$ cat config.mk
export PLATFORM = sky130hd
export DESIGN_NAME = pc_sequencer
export DESIGN_NICKNAME = d
export VERILOG_FILES = /design/src/rtl/pc_sequencer.sv
export SDC_FILE = /design/constraint.sdc
export NUM_CORES = 1
export LEC_CHECK = 0
export CAP_MARGIN = 30
export CORE_MARGIN = 3
export CORE_UTILIZATION = 38
export DETAILED_ROUTE_END_ITERATION = 8
export GPL_ROUTABILITY_DRIVEN = 0
export PLACE_DENSITY = 0.62
export SYNTH_ARGS = -nofsm -noshare
export SYNTH_HDL_FRONTEND = slang
export SYNTH_SLANG_ARGS = --single-unit
$ cat constraint.sdc
create_clock -name clk -period 4.1 [get_ports clk]
set_input_delay 0.82 -clock clk [delete_from_list [all_inputs] [get_ports clk]]
set_output_delay 0.82 -clock clk [all_outputs]
set_load 0.005 [all_outputs]
$ cat src/rtl/pc_sequencer.sv
// Program-counter sequencer: owns the PC register, start/halt/stall/redirect sequencing and retired-instruction count.
// Optional branch_count output enabled by defining PC_SEQ_BRANCH_CNT_EN.
module pc_sequencer #(
  parameter int unsigned PC_W     = 16,
  parameter int unsigned RESET_PC = 0,
  parameter int unsigned CNT_W    = 16
) (
  input  logic             clk,
  input  logic             rst_n,
  input  logic             start,
  input  logic             halt_req,
  input  logic             stall,
  input  logic             branch_en,
  input  logic [PC_W-1:0]  target,
  output logic [PC_W-1:0]  pc,
  output logic             pc_valid,
  output logic             done,
`ifdef PC_SEQ_BRANCH_CNT_EN
  output logic [CNT_W-1:0] branch_count,
`endif
  output logic [CNT_W-1:0] insn_count
);

  localparam logic [1:0] ST_IDLE   = 2'd0;
  localparam logic [1:0] ST_RUN    = 2'd1;
  localparam logic [1:0] ST_HALTED = 2'd2;

  localparam logic [PC_W-1:0]  PC_RST  = PC_W'(RESET_PC);
  localparam logic [CNT_W-1:0] CNT_MAX = '1;

  logic [1:0]       state_q,    state_d;
  logic [PC_W-1:0]  pc_q,       pc_d;
  logic             valid_q,    valid_d;
  logic             done_q,     done_d;
  logic [CNT_W-1:0] icnt_q,     icnt_d;
  logic             pend_q,     pend_d;
  logic [PC_W-1:0]  pend_tgt_q, pend_tgt_d;
`ifdef PC_SEQ_BRANCH_CNT_EN
  logic [CNT_W-1:0] bcnt_q,     bcnt_d;
`endif

  // Saturating increments for the retired-instruction and redirect counters
  logic [CNT_W-1:0] icnt_inc;
  assign icnt_inc = (icnt_q == CNT_MAX) ? icnt_q : icnt_q + CNT_W'(1);
`ifdef PC_SEQ_BRANCH_CNT_EN
  logic [CNT_W-1:0] bcnt_inc;
  assign bcnt_inc = (bcnt_q == CNT_MAX) ? bcnt_q : bcnt_q + CNT_W'(1);
`endif

  always_ff @(posedge clk or negedge rst_n) begin
    if (!rst_n) begin
      state_q    <= ST_IDLE;
      pc_q       <= PC_RST;
      valid_q    <= 1'b0;
      done_q     <= 1'b0;
      icnt_q     <= '0;
      pend_q     <= 1'b0;
      pend_tgt_q <= '0;
`ifdef PC_SEQ_BRANCH_CNT_EN
      bcnt_q     <= '0;
`endif
    end else begin
      state_q    <= state_d;
      pc_q       <= pc_d;
      valid_q    <= valid_d;
      done_q     <= done_d;
      icnt_q     <= icnt_d;
      pend_q     <= pend_d;
      pend_tgt_q <= pend_tgt_d;
`ifdef PC_SEQ_BRANCH_CNT_EN
      bcnt_q     <= bcnt_d;
`endif
    end
  end

  // Next-state logic; RUN priority: halt, stall, fresh branch, pending redirect, sequential
  always_comb begin
    state_d    = state_q;
    pc_d       = pc_q;
    valid_d    = valid_q;
    done_d     = done_q;
    icnt_d     = icnt_q;
    pend_d     = pend_q;
    pend_tgt_d = pend_tgt_q;
`ifdef PC_SEQ_BRANCH_CNT_EN
    bcnt_d     = bcnt_q;
`endif
    case (state_q)
      ST_RUN: begin
        if (halt_req && !stall) begin
          state_d = ST_HALTED;
          valid_d = 1'b0;
          done_d  = 1'b1;
          pend_d  = 1'b0;
        end else if (stall) begin
          if (branch_en) begin
            pend_d     = 1'b1;
            pend_tgt_d = target;
          end
        end else if (branch_en) begin
          pc_d   = target;
          pend_d = 1'b0;
          icnt_d = icnt_inc;
`ifdef PC_SEQ_BRANCH_CNT_EN
          bcnt_d = bcnt_inc;
`endif
        end else if (pend_q) begin
          pc_d   = pend_tgt_q;
          pend_d = 1'b0;
          icnt_d = icnt_inc;
`ifdef PC_SEQ_BRANCH_CNT_EN
          bcnt_d = bcnt_inc;
`endif
        end else begin
          pc_d   = pc_q + PC_W'(1);
          icnt_d = icnt_inc;
        end
      end
      default: begin
        if (start) begin
          state_d = ST_RUN;
          pc_d    = PC_RST;
          valid_d = 1'b1;
          done_d  = 1'b0;
          icnt_d  = '0;
          pend_d  = 1'b0;
`ifdef PC_SEQ_BRANCH_CNT_EN
          bcnt_d  = '0;
`endif
        end
      end
    endcase
  end

  assign pc         = pc_q;
  assign pc_valid   = valid_q;
  assign done       = done_q;
  assign insn_count = icnt_q;
`ifdef PC_SEQ_BRANCH_CNT_EN
  assign branch_count = bcnt_q;
`endif

endmodule

==> results.cfg <==
[clock_network]
clk_pin_slew_ps = 90
cts_buffers = 5
holdBufCountCts = 0
clockBufferDepth = 2
clk_latency_ps = 300
cts-root-buf = clkbuf_8
cts_resized = 0
cts_setup_buffers = 0
h-tree-depth = 2
clock_sinks = 51
tritoncts = built

[global_routing]
overflow = 0
grt_max_degree = 34
grt_pass1_wl_um = 11900
grt_pass1_vias = 2260
antenna_found_initial = 0
grt_usage_pct = 17.7

[route]
num_vias = 2419
dr.pass1.iters = 5
routedWlPerCell_um = 16.0
ant_nets = 0
initialDrtViolationCount = 151
drt_wl_total_um = 7050
drc_errors = 0
vias_per_cell = 5.49

[worst_setup_path]
r2r_setup_slack_ps = 1760
r2r-start = state_q[1]
slowest_delay_ps = 860
cp-end-kind = register
crit_fanout = 15
critPathLaunchType = primary input
cp_slowest_cell = or4b_1
path_cells = clkdlybuf4s50_1, or4b_1, o21ai_4, o21ai_2, or2_1, o31ai_2
reg2regPathDepth = 5
worstSetupPathType = in2reg
cp.required_ps = 4310
worstPathArrival_ps = 3050
r2r_end = insn_count[4]

[sta]
finClkSkew_ps = 5.80
finalWorstSetupSlack_ps = 1260
drv_slew = 0
slew_headroom_pct = 56.6
setup_viol = 0
final_hold_viol_count = 0
tightest_slew_ps = 652
finalSetupTns_ps = 0
grt_setup_unrepaired = false
max_freq_mhz = 352
fin_crit_sh_pct = 69.2
fin_crit_ps = 2840

[status]
outcome = finished, final reports clean

[power]
power_density_nw_per_um2 = 401
ir_drop_mv = 0.177
power.static_leakage_nw = 1.37
power_mw = 1.40

[logic_synthesis]
synth_area_um2 = 2740
yosysSeqAreaShare_pct = 46.6
synth_top_cell_area_share_pct = 46.6
async_flop_share_pct = 100
synthFlopType = dfrtp_1
avgSynthCellArea_um2 = 9.44
synth_seq_cells = 51
syn_inst = 290
ys_types = 52
yosys.area.top_type = dfrtp_1
synth.net_count = 314
synth_edf_count = 0
synth_area_leaders = dfrtp_1 (47%), mux2_2 (6.6%), o21ai_0 (6.0%)
ys_warn_count = 0

[finish]
drive_gt1_share_pct = 11.0
finalNetCount = 369
layout_common_cells = clkdlybuf4s50_1 (54), dfrtp_1 (51), nor2_1 (34), o21ai_0 (33), nand2_1 (23)
antenna_cells = 0
finish.utilization_pct = 50.6
final_common_cell = clkdlybuf4s50_1
syn_to_final_growth_pct = 27.6
instances_no_fill = 441
fillCellCount = 683

[placed_design]
pre_cts_slack_ps = 954
place_hpwl_um = 5150
port_buffers = 55
place_inst = 434

[floorplan]
start_util_pct = 39.7
die_width_um = 90.9
die_area_um2 = 8260
die_height_um = 90.9
fp.coreArea_um2 = 6910
rows = 30
ios = 56

[run]
max-cap-violations = 0

[min_path]
worstHoldPathType = in2async
==> cells in the mapped netlist, drive strengths merged (3+ instances only) <==
master  instances
a21oi           8
a22o            5
a31oi           6
a32oi           3
and3            4
buf             4
clkbuf          9
dfrtp          51
inv             6
mux2           16
nand2          23
nand2b          4
nand3          14
nand4           7
nor2           34
nor3            9
o21ai          38
o221ai          3
o31ai           3
xnor2           4
xor2            4
==> metal layers <==
metal  up-vias  track usage, %  wire [um]  part of all wire [%]
li1       1180               -          -                     -
met2        65            26.9       3260                    46
met4         0            4.02         54                  0.77
met3         4            3.25        348                   4.9
met5         -               0          0                     0
met1      1170            26.1       3390                    48
==> through the flow <==
stage          hold WS [ps]  instance area, um^2
5_1_grt                 475                 3490
6_report                439                 3490
3_5_place_dp            495                 3410
3_3_place_gp            486                 3400
2_1_floorplan           479                 2740
4_1_cts                 455                 3490
==> area by class of cell <==
class	instances	area (um^2)	area share, %
multi-input cells	220	1390	39.9
repair buffers	61	594	17.0
well taps	96	120	3.44
flip-flops and latches	51	1280	36.5
clock inverters	1	5.00	0.143
clock buffers	6	82.6	2.36
inverters	6	22.5	0.644
==> worst max-delay path: cells and delay by family <==
kind            cells  cell delay [ps]
compound gates      3              630
simple gates        2             1140
buf+inv             1              460
==> power breakdown <==
part	switching (mW)	internal (mW)
combinational	0.174	0.223
clock	0.160	0.133
sequential	0.109	0.602
==> sequential cells by signal, summed over array words and instances (netlist names) <==
name and cells:
insn_count 16, pc 16, pend_tgt_q 16, state_q 2, pend_q 1
==> how the worst max path moves through the flow <==
stage,startpoint,to,slack (ps),depth (start not counted)
final,halt_req,insn_count[4],1260,6
after global routing,halt_req,insn_count[4],1140,6
after CTS,halt_req,insn_count[4],1260,6
after detailed placement,halt_req,insn_count[4],950,6
after global placement,halt_req,insn_count[4],1000,6
after floorplan,halt_req,insn_count[14],1870,6
==> logic make-up (layout without fill, tap and decap cells) <==
logic type / after synthesis / count (layout) / share of synthesized area (%)
AND/OR/NAND/NOR: 108 / 108 / 19.2
AO/OA/AOI/OAI: 84 / 84 / 20.6
adder cells (fa/ha/maj): 2 / 2 / 0.914
XOR/XNOR: 8 / 8 / 2.56
multiplexers: 18 / 18 / 7.31
flip-flops: 51 / 51 / 46.6
buffers and inverters: 19 / 74 / 2.74
Note: power is estimated with default switching activity, not from simulation.
